--- src/rtl/vga_line_streamer.sv ---
// Pixel FIFO between a renderer and a VGA line sink: each line request drains
// exactly LINE_LEN pixels on consecutive cycles, padding with FILL_COLOR on underrun.
module vga_line_streamer #(
  parameter int                PIX_W      = 6,
  parameter int                DEPTH      = 16,
  parameter int                LINE_LEN   = 160,
  parameter logic [PIX_W-1:0]  FILL_COLOR = {PIX_W{1'b0}}
) (
  input  logic                       clk,
  input  logic                       rst,
  input  logic                       pix_valid_in,
  input  logic [PIX_W-1:0]           pix_data_in,
  output logic                       pix_ready_out,
  input  logic                       vga_ready_in,
  output logic                       vga_data_valid_out,
  output logic [PIX_W-1:0]           vga_data_out,
  output logic                       line_active_out,
  output logic [$clog2(DEPTH):0]     fill_level_out,
  output logic [15:0]                underrun_cnt_out
);

  localparam int              AW       = $clog2(DEPTH);
  localparam logic [AW:0]     FULL_LVL = (AW+1)'(DEPTH);
  localparam int              CW       = (LINE_LEN > 1) ? $clog2(LINE_LEN) : 1;
  localparam logic [CW-1:0]   LAST_CNT = CW'(LINE_LEN - 1);

  typedef enum logic [0:0] {
    ST_IDLE  = 1'b0,
    ST_BURST = 1'b1
  } state_t;

  state_t              state_r;
  state_t              state_nxt_s;
  logic [CW-1:0]       cnt_r;
  logic [CW-1:0]       cnt_nxt_s;
  logic                emit_s;
  logic                push_s;
  logic                pop_s;
  logic [AW-1:0]       wr_ptr_r;
  logic [AW-1:0]       rd_ptr_r;
  logic [AW:0]         fill_r;
  logic [PIX_W-1:0]    mem_r [DEPTH];
  logic                vga_valid_r;
  logic [PIX_W-1:0]    vga_data_r;
  logic                line_active_r;
  logic [15:0]         underrun_r;

  // Pops only look at the registered fill, so a pixel pushed into an empty FIFO
  // can never leave in the same cycle.
  assign pix_ready_out = ~rst & (fill_r < FULL_LVL);
  assign push_s        = pix_valid_in & pix_ready_out;
  assign pop_s         = emit_s & (fill_r != {(AW+1){1'b0}});

  // FSM state and pixel-in-line counter register
  always_ff @(posedge clk or posedge rst) begin
    if (rst) begin
      state_r <= ST_IDLE;
      cnt_r   <= {CW{1'b0}};
    end else begin
      state_r <= state_nxt_s;
      cnt_r   <= cnt_nxt_s;
    end
  end

  // Next state: the request edge itself emits pixel 0; the edge emitting the
  // last pixel returns to IDLE so a new request can follow with no gap.
  always_comb begin
    state_nxt_s = state_r;
    cnt_nxt_s   = cnt_r;
    emit_s      = 1'b0;
    case (state_r)
      ST_IDLE: begin
        if (vga_ready_in) begin
          emit_s = 1'b1;
          if (LAST_CNT == {CW{1'b0}}) begin
            state_nxt_s = ST_IDLE;
            cnt_nxt_s   = {CW{1'b0}};
          end else begin
            state_nxt_s = ST_BURST;
            cnt_nxt_s   = CW'(1);
          end
        end else begin
          cnt_nxt_s = {CW{1'b0}};
        end
      end
      ST_BURST: begin
        emit_s = 1'b1;
        if (cnt_r == LAST_CNT) begin
          state_nxt_s = ST_IDLE;
          cnt_nxt_s   = {CW{1'b0}};
        end else begin
          cnt_nxt_s = cnt_r + CW'(1);
        end
      end
      default: begin
        state_nxt_s = ST_IDLE;
        cnt_nxt_s   = {CW{1'b0}};
      end
    endcase
  end

  // FIFO pointers and occupancy
  always_ff @(posedge clk or posedge rst) begin
    if (rst) begin
      wr_ptr_r <= {AW{1'b0}};
      rd_ptr_r <= {AW{1'b0}};
      fill_r   <= {(AW+1){1'b0}};
    end else begin
      if (push_s) begin
        wr_ptr_r <= wr_ptr_r + AW'(1);
      end
      if (pop_s) begin
        rd_ptr_r <= rd_ptr_r + AW'(1);
      end
      case ({push_s, pop_s})
        2'b10:   fill_r <= fill_r + (AW+1)'(1);
        2'b01:   fill_r <= fill_r - (AW+1)'(1);
        default: fill_r <= fill_r;
      endcase
    end
  end

  // FIFO storage; contents are meaningless once the pointers are reset
  always_ff @(posedge clk) begin
    if (push_s) begin
      mem_r[wr_ptr_r] <= pix_data_in;
    end
  end

  // Registered VGA outputs and saturating underrun counter
  always_ff @(posedge clk or posedge rst) begin
    if (rst) begin
      vga_valid_r   <= 1'b0;
      vga_data_r    <= {PIX_W{1'b0}};
      line_active_r <= 1'b0;
      underrun_r    <= 16'h0000;
    end else begin
      vga_valid_r   <= emit_s;
      line_active_r <= emit_s;
      if (pop_s) begin
        vga_data_r <= mem_r[rd_ptr_r];
      end else if (emit_s) begin
        vga_data_r <= FILL_COLOR;
      end else begin
        vga_data_r <= {PIX_W{1'b0}};
      end
      if (emit_s && !pop_s && (underrun_r != 16'hFFFF)) begin
        underrun_r <= underrun_r + 16'h0001;
      end
    end
  end

  assign vga_data_valid_out = vga_valid_r;
  assign vga_data_out       = vga_data_r;
  assign line_active_out    = line_active_r;
  assign fill_level_out     = fill_r;
  assign underrun_cnt_out   = underrun_r;

endmodule

--- config.mk ---
export PLATFORM = sky130hd
export DESIGN_NAME = vga_line_streamer
export DESIGN_NICKNAME = d
export VERILOG_FILES = /design/src/rtl/vga_line_streamer.sv
export SDC_FILE = /design/constraint.sdc
export NUM_CORES = 1
export LEC_CHECK = 0
export ABC_CLOCK_PERIOD_IN_PS = 7600
export BUFFER_PORTS_ARGS = -buffer_cell sky130_fd_sc_hd__buf_2
export CAP_MARGIN = 20
export CORE_MARGIN = 1
export CORE_UTILIZATION = 60
export CTS_BUF_LIST = sky130_fd_sc_hd__clkbuf_8
export DETAILED_ROUTE_END_ITERATION = 6
export PLACE_DENSITY = 0.77
export SYNTH_ARGS = -nofsm -noshare
export SYNTH_HDL_FRONTEND = slang
export SYNTH_SLANG_ARGS = --single-unit
--- constraint.sdc ---
create_clock -name clk -period 7.6 [get_ports clk]
set_input_delay 0.76 -clock clk [delete_from_list [all_inputs] [get_ports clk]]
set_output_delay 0.76 -clock clk [all_outputs]
set_load 0.1 [all_outputs]
==> results.sh <==
export IMPL_htree_num_levels=4
export IMPL_syn_nets=393
export IMPL_status="finished, final reports clean"
export IMPL_critPathKind="flip-flop to flip-flop"
export IMPL_first_global_vias=3228
export IMPL_grt_ovfl_total=0
export IMPL_synth_edff_count=96
export IMPL_synth_top_area_share_pct=48.8
export IMPL_p_sw_mw=0.989
export IMPL_viasPerCell=5.81
export IMPL_nets=439
export IMPL_firstDrtPassIters=5
export IMPL_hp_class="input port to asynchronous set/reset pin"
export IMPL_grt_max_degree=46
export IMPL_portBuffers=39
export IMPL_fin_total_pwr_mw=2.45
export IMPL_area_growth_syn_to_layout_pct=12.1
export IMPL_rsz0062_at_grt="false"
export IMPL_grt_pass1_wl_um=16800
export IMPL_synth_top_cells_by_area="edfxtp_1, dfrtp_1, mux4_2"
export IMPL_tritoncts="built"
export IMPL_vias=3254
export IMPL_cts_root_buffer="clkbuf_8"
export IMPL_syn_cell_area_mm2=0.00591
export IMPL_place_congestion=0.784
export IMPL_swShare_pct=40.4
export IMPL_cp_slowest_cell="or4_4"
export IMPL_grt_use_total_pct=23.4
export IMPL_initial_utilization_pct=63.1
export IMPL_fill_cells=674
export IMPL_p_int_mw=1.46
export IMPL_synth_avg_cell_area_um2=15.9
export IMPL_cts_resized=0
export IMPL_hold_violations=0
export IMPL_die_area_mm2=0.0103
export IMPL_multi_input_area_mm2=0.00181
export IMPL_coreArea_mm2=0.00937
export IMPL_worstSkewPairLatency_ns=0.44
export IMPL_synth_async_reset_ratio_pct=31.9
export IMPL_synth_cell_type_count=41
export IMPL_finClkSkew_ns=0.0121
export IMPL_crit_chain="or4_4 > o22a_2 > ha_1 > xor2_1 > ha_1 > o211a_1 > o31ai_1 > a31oi_1 > xor2_1"
export IMPL_die_w_um=101
export IMPL_peakVddDrop_v=0.000197
export IMPL_setup_violations=0
export IMPL_utilization_pct=70.7
export IMPL_seq_area_mm2=0.00401
export IMPL_endpoint_kind="flip-flop"
export IMPL_clockPowerShare_pct=23.8
export IMPL_die_y_um=101
export IMPL_drc_errors=0
export IMPL_wl_um=10800
export IMPL_arrival_ns=3.24
export IMPL_clock_fmax_mhz=342
export IMPL_final_layout_size_suffix_gt1_share_pct=25.1
export IMPL_cts_buffer_depth=2
export IMPL_slowest_delay_ns=0.59
export IMPL_synth_top_flop_cell="edfxtp_1"
export IMPL_comb_power_share_pct=35.3
export IMPL_seq_area_frac_synth_pct=67.8
export IMPL_ys_warn_count=0
export IMPL_critPathLaunchType="flip-flop"
export IMPL_wl_per_cell_um=19.2
export IMPL_cap_violations=0
export IMPL_cts_buffers=17
export IMPL_synth_top_area_cell="edfxtp_1"
export IMPL_hpwl_um=7000
export IMPL_num_io_pins=40
export IMPL_seqPwrFrac_pct=40.9
export IMPL_ctsHoldBuffers=0
export IMPL_post_cts_buffers=0
export IMPL_p_per_area_mw_per_mm2=370
export IMPL_relSlewSlack_pct=38.9
export IMPL_critPathMaxFanout=12
export IMPL_drv_slew=0
export IMPL_post_route_period_util_pct=38.5
export IMPL_p_leak_nw=2.44
export IMPL_clk_pin_slew_ns=0.08
export IMPL_grt_antenna_before_repair=0
export IMPL_ys_seq_elements=141
export IMPL_drt_iter0_drc=143
export IMPL_worst_pin_slew_ns=0.907
export IMPL_period_minus_slack_ns=2.92
export IMPL_worstPathRequired_ns=7.92
export IMPL_drtAntennaViolNets=0
export IMPL_setup_tns_ns=0
export IMPL_synthCells=372
export IMPL_num_rows=35
export IMPL_clock_sinks=141
export IMPL_diodes=0
-- power by group through the flow --
stage                     Combinational [mW]  Clock, mW  Sequential [mW]
final                                  0.866      0.582             1.00
after global routing                   0.919      0.625             1.01
after CTS                              0.870      0.595             1.00
after detailed placement               0.866          0             1.02
after global placement                 0.850          0             1.01
after floorplan                        0.440          0             1.26
-- synth_stat cells, types with 4 or more instances --
library cell and instances:
and2_1 23, xor2_1 13, nand3_1 10, mux2_2 4, and3_1 7, nand4_1 6, nand2_1 11, nor3_1 5
xnor2_1 14, nand2b_1 11, mux4_2 24, clkbuf_1 10, o22ai_1 6, ha_1 11, a31oi_1 5, dfrtp_1 45
nor2_1 17, a21oi_1 6, o211ai_1 8, o21ai_0 6, edfxtp_1 96, inv_1 8
-- placed cells by master (no fill, tap or decap), drive strengths merged, types with 6 or more instances in the layout --
master	n
mux4	24
and2	23
o22ai	6
clkbuf	17
nand2b	11
xor2	13
o21ai	6
dfrtp	45
o211ai	8
nand2	11
and3	7
a21oi	6
clkinv	6
nor2	17
ha	11
nand4	6
buf	41
nand3	10
edfxtp	96
xnor2	14
inv	16
-- per-layer routing --
metal / share of wire [%] / global-route usage (%)
met2: 51 / 38.2
met5: 0 / 0
met3: 5.0 / 6.49
met4: 1.4 / 8.36
met1: 43 / 30.4
-- worst paths after layout --
path | start | slack, ns | end | cells after the start
worst max-delay path | fill_level_out[2]$_DFFE_PP0P_ | 4.68 | fill_level_out[4]$_DFFE_PP0P_ | 9
worst min-delay path | rst | 0.19 | wr_ptr_r[0]$_DFFE_PP0P_ | 2
worst max register to register | fill_level_out[2]$_DFFE_PP0P_ | 4.68 | fill_level_out[4]$_DFFE_PP0P_ | 9
worst min register to register | underrun_cnt_out[7]$_DFFE_PP0P_ | 0.52 | underrun_cnt_out[7]$_DFFE_PP0P_ | 1
max in group asynchronous | rst | 6.96 | cnt_r[7]$_DFF_PP0_ | 3
min in group clk | underrun_cnt_out[7]$_DFFE_PP0P_ | 0.52 | underrun_cnt_out[7]$_DFFE_PP0P_ | 1
-- registers in the layout (all words and copies together), names as in the netlist --
| register | count |
|---|---|
| mem_r | 96 |
| underrun_cnt_out | 16 |
| cnt_r | 8 |
| vga_data_out | 6 |
| fill_level_out | 5 |
| rd_ptr_r | 4 |
| wr_ptr_r | 4 |
| line_active_out | 1 |
| state_r | 1 |
-- stage by stage --
step	cells	hold WS (ns)	instance area (µm²)	setup WS [ns]
floorplan	372	0.493	5910	3.26
global placement	527	0.497	6210	4.78
detailed placement	527	0.503	6210	4.67
CTS	559	0.514	6600	4.69
global route	560	0.167	6620	4.56
finish	560	0.191	6620	4.68
-- worst max-delay path, delay by kind of cell (launching register included) --
family | cells | cell delay [ns]
AO/OA/AOI/OAI | 4 | 0.85
flip-flops | 1 | 0.46
AND/OR/NAND/NOR | 1 | 0.59
adder cells (fa/ha/maj) | 2 | 0.55
XOR/XNOR | 2 | 0.34
-- kinds of logic (layout without fill, tap and decap cells) --
group,count (synthesis),count (layout),share of synthesized area (%)
multiplexers,29,29,10.1
adder cells (fa/ha/maj),11,11,2.33
buffers and inverters,22,81,1.52
AO/OA/AOI/OAI,37,37,4.06
AND/OR/NAND/NOR,105,105,10.2
XOR/XNOR,27,27,4.00
flip-flops,141,141,67.8
-- area by class of cell --
cell class	count	share of cell area (%)
Clock buffer	17	3.53
Sequential cell	141	60.5
Multi-Input combinational cell	209	27.4
Tap cell	129	2.44
Clock inverter	15	2.34
Inverter	8	0.453
Timing Repair Buffer	41	3.36
(Power assumes the default switching activity.)
